### config.mk
export PLATFORM = sky130hd
export DESIGN_NAME = upsample_write_ctrl
export DESIGN_NICKNAME = d
export VERILOG_FILES = /design/src/rtl/upsample_write_ctrl.sv
export SDC_FILE = /design/constraint.sdc
export NUM_CORES = 1
export LEC_CHECK = 0
export CAP_MARGIN = 30
export CELL_PAD_IN_SITES_DETAIL_PLACEMENT = 1
export CELL_PAD_IN_SITES_GLOBAL_PLACEMENT = 1
export CORE_MARGIN = 5
export CORE_UTILIZATION = 23
export CTS_CLUSTER_DIAMETER = 120
export DETAILED_ROUTE_END_ITERATION = 10
export GPL_ROUTABILITY_DRIVEN = 0
export PLACE_DENSITY_LB_ADDON = 0.1
export SYNTH_ARGS = -nofsm -noshare
export SYNTH_HDL_FRONTEND = slang
export SYNTH_SLANG_ARGS = --single-unit
export TNS_END_PERCENT = 20
### constraint.sdc
create_clock -name clk -period 7.5 [get_ports clk]
set_clock_uncertainty 0.2 [all_clocks]
set_input_delay 1.5 -clock clk [delete_from_list [all_inputs] [get_ports clk]]
set_output_delay 1.5 -clock clk [all_outputs]
set_load 0.02 [all_outputs]
### src/rtl/upsample_write_ctrl.sv
// Nearest-neighbour 2x upsampling write sequencer: one conv pixel in, a 2x2 block of OFM writes out.
// Optional UPSAMPLE_BYPASS_EN adds an upsample_mode port for one-write-per-pixel layers.
module upsample_write_ctrl #(
  parameter int DATA_WIDTH    = 8,
  parameter int OFM_SIZE_CONV = 13,
  parameter int NO_FILTER     = 128,
  parameter int ADDR_WIDTH    = 17
) (
  input  logic                    clk,
  input  logic                    rst_n,
  input  logic                    start,
  input  logic                    in_valid,
  output logic                    in_ready,
  input  logic [2*DATA_WIDTH-1:0] in_data,
`ifdef UPSAMPLE_BYPASS_EN
  input  logic                    upsample_mode,
`endif
  output logic                    wr_en,
  output logic [ADDR_WIDTH-1:0]   wr_addr,
  output logic [2*DATA_WIDTH-1:0] wr_data,
  output logic                    busy,
  output logic                    done
);

  localparam int CW = (OFM_SIZE_CONV > 1) ? $clog2(OFM_SIZE_CONV) : 1;
  localparam int FW = (NO_FILTER > 1) ? $clog2(NO_FILTER) : 1;
  localparam logic [ADDR_WIDTH-1:0] OS     = ADDR_WIDTH'(2 * OFM_SIZE_CONV);
  localparam logic [CW-1:0]         C_LAST = CW'(OFM_SIZE_CONV - 1);
  localparam logic [FW-1:0]         F_LAST = FW'(NO_FILTER - 1);

  localparam logic [2:0] S_IDLE = 3'd0;
  localparam logic [2:0] S_WAIT = 3'd1;
  localparam logic [2:0] S_WR0  = 3'd2;
  localparam logic [2:0] S_WR1  = 3'd3;
  localparam logic [2:0] S_WR2  = 3'd4;
  localparam logic [2:0] S_WR3  = 3'd5;
  localparam logic [2:0] S_DONE = 3'd6;

  logic [2:0]            state;
  logic [CW-1:0]         col, row;
  logic [FW-1:0]         filt;
  logic [ADDR_WIDTH-1:0] base;   // base address of the next pixel to be accepted
  logic                  last_q; // pixel currently being written is the last of the layer
  logic                  up_mode;
  logic                  hs, row_end, pix_last;
  logic [ADDR_WIDTH-1:0] step;

`ifdef UPSAMPLE_BYPASS_EN
  logic mode_q;
  assign up_mode = mode_q;

  always_ff @(posedge clk or negedge rst_n) begin
    if (!rst_n)                       mode_q <= 1'b1;
    else if (state == S_IDLE && start) mode_q <= upsample_mode;
  end
`else
  assign up_mode = 1'b1;
`endif

  // NOTE: every signal written in always_comb gets a default first so no latch is inferred.
  always_comb begin
    in_ready = 1'b0;
    case (state)
      S_WAIT:  in_ready = 1'b1;
      S_WR0:   in_ready = !up_mode && !last_q;
      S_WR3:   in_ready = !last_q;
      default: in_ready = 1'b0;
    endcase
    hs       = in_ready && in_valid;
    row_end  = (col == C_LAST);
    pix_last = row_end && (row == C_LAST) && (filt == F_LAST);
    if (!up_mode)     step = ADDR_WIDTH'(1);
    else if (row_end) step = OS + ADDR_WIDTH'(2); // skip the odd output row
    else              step = ADDR_WIDTH'(2);
  end

  // NOTE: sequential state uses non-blocking assignments so all registers update from pre-edge values.
  always_ff @(posedge clk or negedge rst_n) begin
    if (!rst_n) begin
      col     <= '0;
      row     <= '0;
      filt    <= '0;
      base    <= '0;
      last_q  <= 1'b0;
      wr_data <= '0;
    end else if (state == S_IDLE && start) begin
      col    <= '0;
      row    <= '0;
      filt   <= '0;
      base   <= '0;
      last_q <= 1'b0;
    end else if (hs) begin
      wr_data <= in_data;
      base    <= base + step;
      last_q  <= pix_last;
      if (row_end) begin
        col <= '0;
        if (row == C_LAST) begin
          row  <= '0;
          filt <= filt + FW'(1);
        end else begin
          row <= row + CW'(1);
        end
      end else begin
        col <= col + CW'(1);
      end
    end
  end

  always_ff @(posedge clk or negedge rst_n) begin
    if (!rst_n) begin
      state   <= S_IDLE;
      wr_en   <= 1'b0;
      wr_addr <= '0;
      busy    <= 1'b0;
      done    <= 1'b0;
    end else begin
      done <= 1'b0;
      case (state)
        S_IDLE: if (start) begin
          state <= S_WAIT;
          busy  <= 1'b1;
        end
        S_WAIT: wr_en <= 1'b0;
        S_WR0: begin
          if (up_mode) begin
            wr_addr <= wr_addr + ADDR_WIDTH'(1);
            state   <= S_WR1;
          end else if (last_q) begin
            state <= S_DONE;
            wr_en <= 1'b0;
            busy  <= 1'b0;
            done  <= 1'b1;
          end else begin
            state <= S_WAIT;
            wr_en <= 1'b0;
          end
        end
        S_WR1: begin
          wr_addr <= wr_addr + OS - ADDR_WIDTH'(1);
          state   <= S_WR2;
        end
        S_WR2: begin
          wr_addr <= wr_addr + ADDR_WIDTH'(1);
          state   <= S_WR3;
        end
        S_WR3: begin
          if (last_q) begin
            state <= S_DONE;
            wr_en <= 1'b0;
            busy  <= 1'b0;
            done  <= 1'b1;
          end else begin
            state <= S_WAIT;
            wr_en <= 1'b0;
          end
        end
        S_DONE:  state <= S_IDLE;
        default: state <= S_IDLE;
      endcase
      // An accepted pixel overrides the fall-back to WAIT and starts a new block.
      if (hs) begin
        state   <= S_WR0;
        wr_en   <= 1'b1;
        wr_addr <= base;
      end
    end
  end

endmodule

---- Word-level counts from Yosys, hierarchy flattened ----
Cells that the tools add are included.
word-level totals
  output and inout bits ................... 37
  logic and storage cells ................. 80
  bits of input ports ..................... 20
  bits in registers ....................... 72
cells by class
  add/subtract/negate cells ............... 7
  equal/unequal tests ..................... 12
  reductions and logical operators ........ 19
  muxes and demuxes ....................... 30
  bitwise logic cells ..................... 1
operators with widths
  operator                 count
  $mux W17                 3
  $pmux W17 S2             1
  $mux W4                  7
  $mux W7                  4
  $pmux W3 S6              1
  $add A17 B1 Y17 const B  1
  $add A17 B17 Y17         1
  $add A17 B5 Y17 const B  1
  $sub A17 B1 Y17 const B  1
  $reduce_bool A2 Y1       5
  $mux W3                  3
  $add A4 B1 Y4 const B    2
  $eq A4 B4 Y1 const B     2
  $mux W1                  8
  $add A7 B1 Y7 const B    1
  $eq A7 B7 Y1 const B     1
  $eq A3 B2 Y1 const B     2
  $eq A3 B3 Y1 const B     2
  $ne A2 B2 Y1 const B     3
  $reduce_and A2 Y1        3
  $reduce_and A3 Y1        2
  $mux W5                  1
  $logic_and A1 B1 Y1      4
  $pmux W1 S2              2
  other kinds (7)          8

---- Depth between registers and ports, before layout ----
  word-level depth ........................ 5
  mapped depth ............................ 10
  gate-level depth less buffers ........... 10

---- Worst setup path after synthesis ----
OpenSTA, ideal clock, no wires.
  path kind ............................... input to register
  from .................................... input in_valid
  to ...................................... register base[16]
  setup time .............................. 0.078 ns
  arrival time ............................ 2.451 ns
  slack ................................... 4.771 ns
  cell stages on the path ................. 4
  buffers on the path ..................... 0
  required time ........................... 7.222 ns
  cell sequence ........................... and3_1 nand3_2 or4_1 a21oi_1
between the ends
  longest elaborated chain between the ends .. 2
RTL lines
  what                                 line  source
  start, declared                      12    input logic in_valid,
  $logic_and A1 B1 Y1                  69    hs = in_ready && in_valid;
  $reduce_bool A2 Y1 (no source line)  --
  end signal, assigned                 94    base <= base + step;
  end, declared                        42    logic [ADDR_WIDTH-1:0] base;
Every way passes these cells.
A chain may end at the register's enable or synchronous reset.

---- Worst setup path after layout ----
  from .................................... register state[1]
  to ...................................... output in_ready
between the ends
  longest elaborated chain between the ends .. 2
  elaborated cells between the ends (all ways) .. 3
  classes of those cells .................. eq/ne (2); mux (1)
RTL lines
  what                                          line  source
  start, declared                               39    logic [2:0] state;
  start signal, assigned                        112   state <= S_IDLE;
  start signal, assigned                        121   state <= S_WAIT;
  start signal, assigned                        128   state <= S_WR1;
  $eq A3 B3 Y1 or $eq A3 B1 Y1 (tied branches)  63    case (state)
  $pmux W1 S2 *                                 63
  end, declared                                 13    output logic in_ready,
Mark *: on every way between the ends. The rest lies on a longest branch, timed or not.

==> impl_results.md <==
- Result of the run: completed
- Required time worst endpoint: 5800 ps
- Setup Buffers After CTS: 0
- Maximum number of pins on one net before global-route repair: 49
- Peak VDD IR: around 0.11 mV
- Total power divided by cell area: 350 nW/um^2
- Max-cap check violation count: 0
- Switching share of power: 0.379
- Cell count after synthesis: 407
- Synth Register Bits: 71
- Via-to-Cell Ratio: 4.75
- Max Root-Sink Buffers: 2
- Post-synthesis async set-or-reset flop share: 1.00
- Maximum fanout along the worst path: 8
- Unrepaired setup endpoints after global routing: false
- Cell family with most CP delay: buffers and inverters
- FP Rows: 46
- Post-synth design cell area: 3690 sq um
- Post-synthesis to final-layout area growth: 30.6%
- Number of global-route vias before repair: around 3,300
- Post-cts resize count: 0
- CP arrival: 1920 ps
- Routed via count: 3,227
- Number of unique standard cell types used by synthesis: 55
- Overall routing resource usage: 0.123
- Worst hold-check path type: flop to flop
- Total chip power: 1.69 mW
- Sequential fraction of the synthesis area: 0.481
- Max Fclk: roughly 280 MHz
- X dimension of the die: 137 microns
- Tcrit/Tclk final: 0.482
- Floorplan die area: 18,700 sq um
- Antenna violations before repair: 0
- Clock sink count: 71
- Commonest cells after routing, fill and taps aside: 83 x sky130_fd_sc_hd__nand2_1, 71 x sky130_fd_sc_hd__dfrtp_1, 55 x sky130_fd_sc_hd__clkdlybuf4s50_1
- Proportion of layout cells with a drive suffix above 1: 0.0670
- Worst slew slack as a fraction of its limit: 0.547
- Number of buffer and inverter stages on the critical path: 1
- Final-report setup violation count: 0
- Ant. Diodes: 0
- Net switching power figure: 640 uW
- Worst hold margin: about 280 ps
- Final HPWL DP: 7590 microns
- First drt pass iteration count: 4
- Clock transition at path regs: 60 ps
- Fraction of power consumed by the clock network: 0.292
- Detail Route Antenna Nets: 0
- Port buffer count: 56
- Wirelength per Cell: between 15 and 20 microns
- Slowest cell on the critical path: sky130_fd_sc_hd__clkdlybuf4s50_1
- Type of element capturing the critical path: output port
- Area of the core region: between 15,000 and 20,000 sq um
- CTS hold repair buffers: 0
- Master cell of the clock root buffer: sky130_fd_sc_hd__clkbuf_16
- Final Max Tran Viols: 0
- DRC marker count from the first detailed-route iteration: 151
- Initial Util: 0.233
- Minimum clock period: 3620 ps
- Actual slew at the worst max-slew pin: roughly 680 ps
- Fraction of power consumed by sequential logic: 0.334
- Gate power share: 0.374
- Startpoint type of the worst setup path: flop
- TritonCTS clock tree: yes
- Setup TNS after final layout: 0 ps
- Critical-path cell list: nand2b_1 > nor2_1 > clkdlybuf4s50_1
- Clock latency reported for the late side of the worst-skew pair: ~340 ps
- Primary FF master, synth: sky130_fd_sc_hd__dfrtp_1
- Internal power of the cells: 1.05 mW
- Routed WL: 10,800 microns
- Global route total overflow: 0
- Post-detailed-route DRC marker count: 0
- Count of boundary I/O pins: between 50 and 60
- Number of H-tree levels: 3
- Number of CTS-inserted buffers: 9
- Final Hold Violating Endpoints: 0
- Number of enable flip-flop cells after synthesis: 0
- Leak: 2.02 nW
- Crit-path max cell delay: between 600 and 700 ps
- Worst Path Class, Setup: flop to output port
- Vertical extent of the die: 137 microns
- First-pass GRT wire length: 18,100 microns
- Mean area per synthesized cell: 9.08 sq um
- Number of nets in the synthesized netlist: 434
- Yosys warning count: 0
- Leading cell type in the layout, fill and taps excluded: sky130_fd_sc_hd__nand2_1
- Nets: around 490
==> worst paths after layout <==
| kind | depth (start not counted) | slack [ps] | end | from |
|---|---|---|---|---|
| max in group asynchronous | 2 | 5650 | wr_data[10]$_DFFE_PN0P_ | rst_n |
| min in group asynchronous | 1 | 870 | wr_addr[0]$_DFFE_PN0P_ | rst_n |
| hold / removal | 2 | 280 | wr_data[4]$_DFFE_PN0P_ | wr_data[4]$_DFFE_PN0P_ |
| hold reg to reg | 2 | 280 | wr_data[4]$_DFFE_PN0P_ | wr_data[4]$_DFFE_PN0P_ |
| setup reg to reg | 10 | 4740 | base[9]$_DFFE_PN0P_ | col[0]$_DFFE_PN0P_ |
| setup / recovery | 3 | 3880 | in_ready | state[1]$_DFFE_PN0P_ |
==> routing by layer <==
| metal | GRT usage | share of wire | up-vias |
|---|---|---|---|
| met5 | 0 | 0 | - |
| met4 | 0.0381 | 0.013 | 0 |
| met3 | 0.0320 | 0.038 | 11 |
| met2 | 0.193 | 0.46 | 65 |
| met1 | 0.166 | 0.49 | 1603 |
| li1 | - | - | 1548 |
==> kinds of logic after synthesis <==
family | share of synthesized area
simple gates | 0.271
compound gates | 0.139
flops | 0.481
buf+inv | 0.0400
xor+xnor | 0.0403
fa+ha+maj | 0.0237
mux | 0.00542
==> power by group through the flow <==
stage	registers, mW	clock network [mW]	logic (mW)
after CTS	0.565	0.513	0.639
after global placement	0.570	0	0.621
after global routing	0.579	0.530	0.699
after detailed placement	0.569	0	0.637
final	0.564	0.494	0.631
after floorplan	0.598	0	0.347
==> through the flow <==
| step | std cells | util | instance area, sq um | setup WS [ps] |
|---|---|---|---|---|
| 5_1_grt | 679 | 0.305 | 4830 | 3730 |
| 3_5_place_dp | 662 | 0.283 | 4470 | 3770 |
| 6_report | 679 | 0.305 | 4830 | 3880 |
| 4_1_cts | 678 | 0.304 | 4820 | 3840 |
| 3_3_place_gp | 660 | 0.280 | 4440 | 3850 |
| 2_1_floorplan | 407 | - | 3690 | 4770 |
==> layout make-up <==
| class | instances | area, sq um |
|---|---|---|
| clock buffers | 14 | 284 |
| clock inverters | 2 | 60.1 |
| fillers | 1808 | 11000 |
| inverters | 11 | 41.3 |
| multi-input cells | 303 | 1770 |
| flip-flops and latches | 71 | 1780 |
| well taps | 216 | 270 |
| repair buffers | 62 | 623 |
==> cell usage after synthesis (3+ instances only) <==
master                     count  area [sq um]
sky130_fd_sc_hd__and3_1        4          25.0
sky130_fd_sc_hd__o31ai_1       6          45.0
sky130_fd_sc_hd__dfrtp_1      71          1780
sky130_fd_sc_hd__nand4_1       7          43.8
sky130_fd_sc_hd__nand2_1      83           312
sky130_fd_sc_hd__clkbuf_1     11          41.3
sky130_fd_sc_hd__a22oi_1       5          37.5
sky130_fd_sc_hd__a21oi_1      11          55.1
sky130_fd_sc_hd__nor2_1       32           120
sky130_fd_sc_hd__o211ai_1      7          52.6
sky130_fd_sc_hd__buf_2         6          30.0
sky130_fd_sc_hd__o311ai_0      7          61.3
sky130_fd_sc_hd__or3_1         4          25.0
sky130_fd_sc_hd__inv_1        11          41.3
sky130_fd_sc_hd__nor4_1        5          31.3
sky130_fd_sc_hd__nand3_1      30           150
sky130_fd_sc_hd__xor2_1        3          26.3
sky130_fd_sc_hd__o21ai_0      14          70.1
sky130_fd_sc_hd__a22o_1        4          35.0
sky130_fd_sc_hd__ha_1          7          87.6
sky130_fd_sc_hd__xnor2_1      14           123
sky130_fd_sc_hd__nor3_1       11          55.1
sky130_fd_sc_hd__and2_1        4          25.0
sky130_fd_sc_hd__or4_1         8          60.1
==> state kept, by name (all words and copies together), names as in the netlist <==
register and cells:
filt 7, wr_data 16, wr_en 1, base 16
last_q 1, row 4, busy 1, col 4
wr_addr 17, state 3, done 1
==> worst register-to-register path, cell delays in order (launching register included) <==
cell                      delay [ps]
sky130_fd_sc_hd__dfrtp_1         420
sky130_fd_sc_hd__inv_1            80
sky130_fd_sc_hd__ha_1            180
sky130_fd_sc_hd__nand3_1         220
sky130_fd_sc_hd__and2_1          240
sky130_fd_sc_hd__ha_1            210
sky130_fd_sc_hd__or3_1           310
sky130_fd_sc_hd__a21oi_1         370
sky130_fd_sc_hd__nor3_1          160
sky130_fd_sc_hd__nand3_1         120
sky130_fd_sc_hd__mux2i_1         180
(Power assumes the default switching activity.)
